<file path="src/rtl/uart_rx_fifo_if.sv">
// Consumer-side bundle of the UART receiver: head-of-FIFO entry, flags and flow control.
interface uart_rx_fifo_if #(
  parameter int DATA_WIDTH = 8,
  parameter int FIFO_DEPTH = 8
);
  localparam int LVL_W = $clog2(FIFO_DEPTH + 1);

  logic [DATA_WIDTH-1:0] data;
  logic                  parity_err;
  logic                  frame_err;
  logic                  break_det;
  logic                  valid;
  logic                  ready;
  logic                  overrun;
  logic                  overrun_clr;
  logic [LVL_W-1:0]      fifo_level;

  modport master (
    output data, parity_err, frame_err, break_det, valid, overrun, fifo_level,
    input  ready, overrun_clr
  );

  modport slave (
    input  data, parity_err, frame_err, break_det, valid, overrun, fifo_level,
    output ready, overrun_clr
  );
endinterface

</file>
<file path="src/rtl/uart_rx_fifo.sv">
// UART receiver with synchroniser, majority filter, mid-bit sampling FSM and a
// first-word fall-through output FIFO carrying per-frame error flags.
module uart_rx_fifo #(
  parameter int DATA_WIDTH = 8,
  parameter int BAUD_RATE  = 115200,
  parameter int CLK_FREQ   = 100_000_000,
  parameter int PARITY     = 0,
  parameter int STOP_BITS  = 1,
  parameter int FIFO_DEPTH = 8
) (
  input  logic           clk,
  input  logic           rstn,
  input  logic           rx_sig,
  uart_rx_fifo_if.master bus
);
  localparam int PULSE_WIDTH      = CLK_FREQ / BAUD_RATE;
  localparam int HALF_PULSE_WIDTH = PULSE_WIDTH / 2;
  localparam int CNT_W            = $clog2(PULSE_WIDTH);
  localparam int PTR_W            = $clog2(FIFO_DEPTH);
  localparam int LVL_W            = $clog2(FIFO_DEPTH + 1);
  localparam int ENT_W            = DATA_WIDTH + 3;

  typedef enum logic [2:0] {
    IDLE      = 3'd0,
    START     = 3'd1,
    DATA      = 3'd2,
    PAR       = 3'd3,
    STOP      = 3'd4,
    WAIT_HIGH = 3'd5
  } state_t;

  function automatic logic maj3(input logic [2:0] v);
    return (v[0] & v[1]) | (v[0] & v[2]) | (v[1] & v[2]);
  endfunction

  function automatic logic parity_fail(input logic [DATA_WIDTH-1:0] d, input logic p);
    logic x;
    x = (^d) ^ p;
    return (PARITY == 1) ? x : ~x;
  endfunction

  logic                  r_sync1, r_sync2, r_filt;
  logic [2:0]            r_hist;
  state_t                r_state, w_next;
  logic [CNT_W-1:0]      r_cnt;
  logic [3:0]            r_bit;
  logic [DATA_WIDTH-1:0] r_shift;
  logic                  r_par_err, r_frame_err, r_all_zero;
  logic [ENT_W-1:0]      r_mem [FIFO_DEPTH];
  logic [PTR_W-1:0]      r_wr_ptr, r_rd_ptr;
  logic [LVL_W-1:0]      r_level;
  logic                  r_overrun;

  logic                  w_tick, w_last_stop, w_push_fe, w_push_bd;
  logic [ENT_W-1:0]      w_entry, w_head;
  logic                  w_valid, w_full, w_pop, w_wr, w_ovf;

  always_ff @(posedge clk or negedge rstn) begin
    if (!rstn) begin
      r_sync1 <= 1'b1;
      r_sync2 <= 1'b1;
      r_hist  <= 3'b111;
      r_filt  <= 1'b1;
    end else begin
      r_sync1 <= rx_sig;
      r_sync2 <= r_sync1;
      r_hist  <= {r_hist[1:0], r_sync2};
      r_filt  <= maj3(r_hist);
    end
  end

  // The entry pushed on the last stop sample folds in that sample itself.
  assign w_tick      = (r_cnt == CNT_W'(0));
  assign w_last_stop = (r_state == STOP) && w_tick && (r_bit == 4'(STOP_BITS - 1));
  assign w_push_fe   = r_frame_err | ~r_filt;
  assign w_push_bd   = r_all_zero & ~r_filt;
  assign w_entry     = {w_push_bd, w_push_fe, r_par_err, r_shift};

  always_ff @(posedge clk or negedge rstn) begin
    if (!rstn) r_state <= IDLE;
    else       r_state <= w_next;
  end

  always_comb begin
    w_next = r_state;
    case (r_state)
      IDLE:      if (!r_filt) w_next = START; else w_next = IDLE;
      START:     if (w_tick) w_next = r_filt ? IDLE : DATA; else w_next = START;
      DATA: begin
        if (w_tick && (r_bit == 4'(DATA_WIDTH - 1))) w_next = (PARITY != 0) ? PAR : STOP;
        else                                          w_next = DATA;
      end
      PAR:       if (w_tick) w_next = STOP; else w_next = PAR;
      STOP:      if (w_last_stop) w_next = w_push_fe ? WAIT_HIGH : IDLE; else w_next = STOP;
      WAIT_HIGH: if (r_filt) w_next = IDLE; else w_next = WAIT_HIGH;
      default:   w_next = IDLE;
    endcase
  end

  always_ff @(posedge clk or negedge rstn) begin
    if (!rstn) begin
      r_cnt       <= CNT_W'(0);
      r_bit       <= 4'd0;
      r_shift     <= '0;
      r_par_err   <= 1'b0;
      r_frame_err <= 1'b0;
      r_all_zero  <= 1'b1;
    end else begin
      case (r_state)
        IDLE: begin
          if (!r_filt) r_cnt <= CNT_W'(HALF_PULSE_WIDTH - 1);
        end
        START: begin
          if (w_tick) begin
            r_cnt       <= CNT_W'(PULSE_WIDTH - 1);
            r_bit       <= 4'd0;
            r_par_err   <= 1'b0;
            r_frame_err <= 1'b0;
            r_all_zero  <= 1'b1;
          end else r_cnt <= r_cnt - CNT_W'(1);
        end
        DATA: begin
          if (w_tick) begin
            r_cnt      <= CNT_W'(PULSE_WIDTH - 1);
            r_shift    <= {r_filt, r_shift[DATA_WIDTH-1:1]};
            r_all_zero <= r_all_zero & ~r_filt;
            r_bit      <= (r_bit == 4'(DATA_WIDTH - 1)) ? 4'd0 : r_bit + 4'd1;
          end else r_cnt <= r_cnt - CNT_W'(1);
        end
        PAR: begin
          if (w_tick) begin
            r_cnt      <= CNT_W'(PULSE_WIDTH - 1);
            r_par_err  <= parity_fail(r_shift, r_filt);
            r_all_zero <= r_all_zero & ~r_filt;
            r_bit      <= 4'd0;
          end else r_cnt <= r_cnt - CNT_W'(1);
        end
        STOP: begin
          if (w_tick) begin
            r_cnt       <= CNT_W'(PULSE_WIDTH - 1);
            r_frame_err <= w_push_fe;
            r_all_zero  <= w_push_bd;
            r_bit       <= r_bit + 4'd1;
          end else r_cnt <= r_cnt - CNT_W'(1);
        end
        default: begin
          r_cnt <= r_cnt;
        end
      endcase
    end
  end

  // A pop frees a slot in the same cycle, so a push into a full FIFO still lands.
  assign w_valid = (r_level != LVL_W'(0));
  assign w_full  = (r_level == LVL_W'(FIFO_DEPTH));
  assign w_pop   = w_valid & bus.ready;
  assign w_wr    = w_last_stop & (~w_full | w_pop);
  assign w_ovf   = w_last_stop & w_full & ~w_pop;

  always_ff @(posedge clk) begin
    if (w_wr) r_mem[r_wr_ptr] <= w_entry;
  end

  always_ff @(posedge clk or negedge rstn) begin
    if (!rstn) begin
      r_wr_ptr  <= PTR_W'(0);
      r_rd_ptr  <= PTR_W'(0);
      r_level   <= LVL_W'(0);
      r_overrun <= 1'b0;
    end else begin
      if (w_wr)  r_wr_ptr <= r_wr_ptr + PTR_W'(1);
      if (w_pop) r_rd_ptr <= r_rd_ptr + PTR_W'(1);
      case ({w_wr, w_pop})
        2'b10:   r_level <= r_level + LVL_W'(1);
        2'b01:   r_level <= r_level - LVL_W'(1);
        default: r_level <= r_level;
      endcase
      if (w_ovf)                r_overrun <= 1'b1;
      else if (bus.overrun_clr) r_overrun <= 1'b0;
    end
  end

  // Head fields are forced to zero while empty so reset reads clean.
  assign w_head         = r_mem[r_rd_ptr];
  assign bus.data       = w_valid ? w_head[DATA_WIDTH-1:0] : '0;
  assign bus.parity_err = w_valid & w_head[DATA_WIDTH];
  assign bus.frame_err  = w_valid & w_head[DATA_WIDTH+1];
  assign bus.break_det  = w_valid & w_head[DATA_WIDTH+2];
  assign bus.valid      = w_valid;
  assign bus.overrun    = r_overrun;
  assign bus.fifo_level = r_level;
endmodule

</file>
<file path="src/flat_wrapper.sv">
// flat-port wrapper written by rule: the top's interface ports become plain ports
module uart_rx_fifo_flat 
#(
  parameter int DATA_WIDTH = 8,
  parameter int BAUD_RATE  = 115200,
  parameter int CLK_FREQ   = 100_000_000,
  parameter int PARITY     = 0,
  parameter int STOP_BITS  = 1,
  parameter int FIFO_DEPTH = 8
)
  (clk, rstn, rx_sig, bus_data, bus_parity_err, bus_frame_err, bus_break_det, bus_valid, bus_overrun, bus_fifo_level, bus_ready, bus_overrun_clr);
  uart_rx_fifo_if #(.DATA_WIDTH(DATA_WIDTH), .FIFO_DEPTH(FIFO_DEPTH)) bus_i ();
  input  logic clk;
  input  logic rstn;
  input  logic rx_sig;
  output wire logic [$bits(bus_i.data)-1:0] bus_data;
  output wire logic [$bits(bus_i.parity_err)-1:0] bus_parity_err;
  output wire logic [$bits(bus_i.frame_err)-1:0] bus_frame_err;
  output wire logic [$bits(bus_i.break_det)-1:0] bus_break_det;
  output wire logic [$bits(bus_i.valid)-1:0] bus_valid;
  output wire logic [$bits(bus_i.overrun)-1:0] bus_overrun;
  output wire logic [$bits(bus_i.fifo_level)-1:0] bus_fifo_level;
  input wire logic [$bits(bus_i.ready)-1:0] bus_ready;
  input wire logic [$bits(bus_i.overrun_clr)-1:0] bus_overrun_clr;
  assign bus_data = bus_i.data;
  assign bus_parity_err = bus_i.parity_err;
  assign bus_frame_err = bus_i.frame_err;
  assign bus_break_det = bus_i.break_det;
  assign bus_valid = bus_i.valid;
  assign bus_overrun = bus_i.overrun;
  assign bus_fifo_level = bus_i.fifo_level;
  assign bus_i.ready = bus_ready;
  assign bus_i.overrun_clr = bus_overrun_clr;
  uart_rx_fifo #(.DATA_WIDTH(DATA_WIDTH), .BAUD_RATE(BAUD_RATE), .CLK_FREQ(CLK_FREQ), .PARITY(PARITY), .STOP_BITS(STOP_BITS), .FIFO_DEPTH(FIFO_DEPTH)) u_core (.clk(clk), .rstn(rstn), .rx_sig(rx_sig), .bus(bus_i));
endmodule
</file>
<file path="config.mk">
export PLATFORM = sky130hd
export DESIGN_NAME = uart_rx_fifo_flat
export DESIGN_NICKNAME = d
export VERILOG_FILES = /design/src/rtl/uart_rx_fifo_if.sv /design/src/rtl/uart_rx_fifo.sv /design/src/flat_wrapper.sv
export SDC_FILE = /design/constraint.sdc
export NUM_CORES = 1
export LEC_CHECK = 0
export ABC_AREA = 1
export CORE_MARGIN = 5
export CORE_UTILIZATION = 31
export CTS_CLUSTER_SIZE = 10
export DETAILED_ROUTE_END_ITERATION = 10
export PLACE_DENSITY_LB_ADDON = 0.08
export SYNTH_ARGS = -nofsm -noshare
export SYNTH_HDL_FRONTEND = slang
export SYNTH_SLANG_ARGS = --single-unit
</file>
<file path="constraint.sdc">
create_clock -name clk -period 3.4 [get_ports clk]
set_input_delay 0.34 -clock clk [delete_from_list [all_inputs] [get_ports clk]]
set_output_delay 0.34 -clock clk [all_outputs]
set_load 0.01 [all_outputs]
</file>
==> results by group <==
Critical path
  – Cell with the largest stage delay on the worst path: sky130_fd_sc_hd__dfrtp_1
  – Critical Path RT: 3060 ps
  – Highest cell delay on the worst timing path: 740 ps
  – Most used cell, CP: sky130_fd_sc_hd__o21ai_0
  – Type of destination of the critical path: primary output
  – Startpoint class of the critical path: flop
  – Cells traversed along the worst timing path: buf_12 > o21ai_0 > o21ai_0 > o21ai_0 > nor2_1 > clkdlybuf4s50_1
  – Signal arrival time at the worst endpoint: 2570 ps
  – Maximum fanout along the worst path: 29
  – Critical path type: reg -> out

Timing
  – Hold Fails Final Rpt: 0
  – Ratio of final minimum period to clock period: 0.855
  – Post-layout min period: 2910 ps
  – Clock Skew: 8.50 ps
  – Worst-Margin Slew: 721 ps
  – Pins over their slew limit: 0
  – Setup repair after global routing missed its margin: false
  – Setup_tns: 0 ps
  – Setup Viol. Count Final: 0
  – Relative max-transition margin: 0.517
  – Setup slack after layout: 493 ps
  – Minimum hold slack: 330 ps
  – Highest clock rate: 0.344 GHz

Logic synthesis
  – Synth Net Count: 616
  – Flip-flop and latch count after synthesis: 133
  – Netlist area before placement: 6180 um2
  – Post-synthesis sequential area ratio: 0.611
  – Cells after synthesis: 603
  – Number of warnings issued by yosys: 0
  – Distinct cells, synth: 42
  – Mean area per synthesized cell: 10.2 um2

Route
  – DRC errors left: 0
  – Total routed wirelength: 14200 um
  – Vias: 4323
  – Highest routing layer actually used: met4
  – Met3 routed wirelength: 440 um
  – Met2 Routed Length: 7000 um
  – Drt first-iter violations: 338
  – Routed WL per cell: 15.4 um
  – DRT met1 WL: 6530 um
  – First drt pass iteration count: 4
  – Number of nets with antenna violations after routing: 0
  – Via count normalized by instance count: 4.70

CTS
  – Cell at the root of the clock tree: sky130_fd_sc_hd__clkbuf_16
  – Clock slew seen by the registers of the worst setup and hold paths: 60 ps
  – Hold bufs inserted after CTS: 1
  – CTS buffer count: 17
  – Post-CTS Setup Repair Bufs: 0
  – CTS max path bufs: 2
  – CTS tree: built
  – Maximum level of the CTS H-tree: 4
  – Cts repair resizes: 0
  – Skew-Pair Late Insertion Delay: 420 ps
  – TritonCTS Sinks: 133

Cells and area
  – Final net count: 654
  – Commonest cells after routing, fill and taps aside: 120 x sky130_fd_sc_hd__nor2_1, 93 x sky130_fd_sc_hd__nand2_1, 88 x sky130_fd_sc_hd__edfxtp_1
  – # diodes: 0
  – Most frequent standard cell in the layout excluding fill and tap cells: sky130_fd_sc_hd__nor2_1
  – Area growth from synthesis to final layout: 18.7%
  – Fillers: 1962
  – Layout cells sized above 1: 0.148
  – Post-Route Utilization: 0.376
  – Final std cell area, no fill: 7330 um2

Floorplan
  – Chip Width: 151 um
  – Area of the die: 22900 um2
  – Floorplan row count: 51
  – Initial core utilization: 0.316
  – Die Y: 151 um
  – Floorplan core area: 19500 um2
  – IO Count: 22

Global route
  – Via count of the first global-routing pass: 4427
  – Aggregate global-route resource usage: 0.134
  – Pin count of the biggest net entering global routing: 34
  – Total congestion overflow: 0
  – Number of antenna violations at the first check in global routing: 0
  – First-pass GRT wire length: 23600 um

Placed design
  – Port Buffers: 21
  – Final GP Congestion: 0.815
  – Post-Place Cell Area: 6750 um2
  – DP Worst Slack: 740 ps
  – Dpl hpwl: 9650 um

Pwr
  – Leakage component of the power: 3.13 nW
  – Worst ir drop on vdd: 0.000357 V
  – Total power density per cell area: 705 nW/um2

Flow run
  – Maximum capacitance violations: 0

Hold path
  – Path type of the worst min-delay path: in -> reg

Run status
  – Result of the run: complete, no violations
[report_power, final]
part           total, mW  internal, mW  switching (mW)
combinational       1.49         0.646           0.846
clock               1.80          1.09           0.714
sequential          1.87          1.77           0.109
[critical path, delay by kind of cell, from the launching register on]
| kind | cells | cell delay (ps) |
|---|---|---|
| buffers and inverters | 2 | 840 |
| flip-flops | 1 | 740 |
| AND/OR/NAND/NOR | 1 | 150 |
| AO/OA/AOI/OAI | 3 | 410 |
[final cells by class]
cell class,instances,area (um2),area share
inverter,56,216,0.0295
clock inverter,14,150,0.0205
tap,265,332,0.0452
sequential,133,3780,0.515
multi-input combinational,396,2090,0.285
timing repair buffer,37,340,0.0464
clock buffer,18,429,0.0585
[registers in the layout, summed over array words and instances, names as in the netlist, 4 cells and up]
signal                 cells
u_core.bus.fifo_level      4
u_core.r_mem              88
u_core.r_bit               4
u_core.r_cnt              10
u_core.r_shift             8
[routing by layer]
layer	GRT usage	up-vias
met5	0	-
met1	0.172	2117
met3	0.0275	17
met4	0.0435	0
met2	0.227	70
li1	-	2119
[cells by family after synthesis]
group           count (synthesis)  share of synthesized area
simple gates                  269                      0.201
flops                         133                      0.611
compound gates                107                      0.104
buf+inv                        74                     0.0506
xor+xnor                       11                     0.0156
fa+ha+maj                       9                     0.0178
[per-stage QoR]
step / cells / power (mW)
after global placement: 886 / 3.43
final: 919 / 5.17
after floorplan: 603 / 2.78
after CTS: 919 / 5.26
after detailed placement: 886 / 3.43
after global routing: 919 / 5.51
[worst paths after layout]
kind	from	endpoint	slack, ps	cells after the start
worst max-delay path	u_core.r_rd_ptr[1]$_DFFE_PN0P_	bus_data[0]	490	6
worst min-delay path	rx_sig	u_core.r_sync1$_DFF_PN1_	330	1
worst max register to register	u_core.r_cnt[0]$_DFFE_PN0P_	u_core.bus.fifo_level[3]$_DFFE_PN0P_	710	18
worst min register to register	u_core.r_sync1$_DFF_PN1_	u_core.r_sync2$_DFF_PN1_	350	0
max in group asynchronous	rstn	u_core.r_filt$_DFF_PN1_	2190	3
min in group asynchronous	rstn	u_core.r_cnt[1]$_DFFE_PN0P_	430	2
[Yosys cell counts (all sizes together)]
cell / n / area share
or2: 2 / 0.0020
xor2: 8 / 0.011
a21oi: 10 / 0.0099
nor4: 1 / 0.0034
nor3: 3 / 0.0069
maj3: 1 / 0.0016
nand3: 23 / 0.022
o221ai: 1 / 0.0014
o21ai: 81 / 0.072
inv: 54 / 0.033
nand4: 7 / 0.0071
o211ai: 2 / 0.0024
clkinv: 2 / 0.0022
clkbuf: 7 / 0.0043
dfrtp: 38 / 0.15
a31oi: 1 / 0.0010
edfxtp: 88 / 0.43
o32ai: 11 / 0.016
nand3b: 1 / 0.0012
nand2: 104 / 0.072
xnor2: 3 / 0.0043
o22ai: 1 / 0.0010
and2: 1 / 0.0010
dfstp: 7 / 0.030
nor2: 127 / 0.085
ha: 8 / 0.016
buf: 11 / 0.011
No activity file was read; power rests on OpenSTA's default activity.
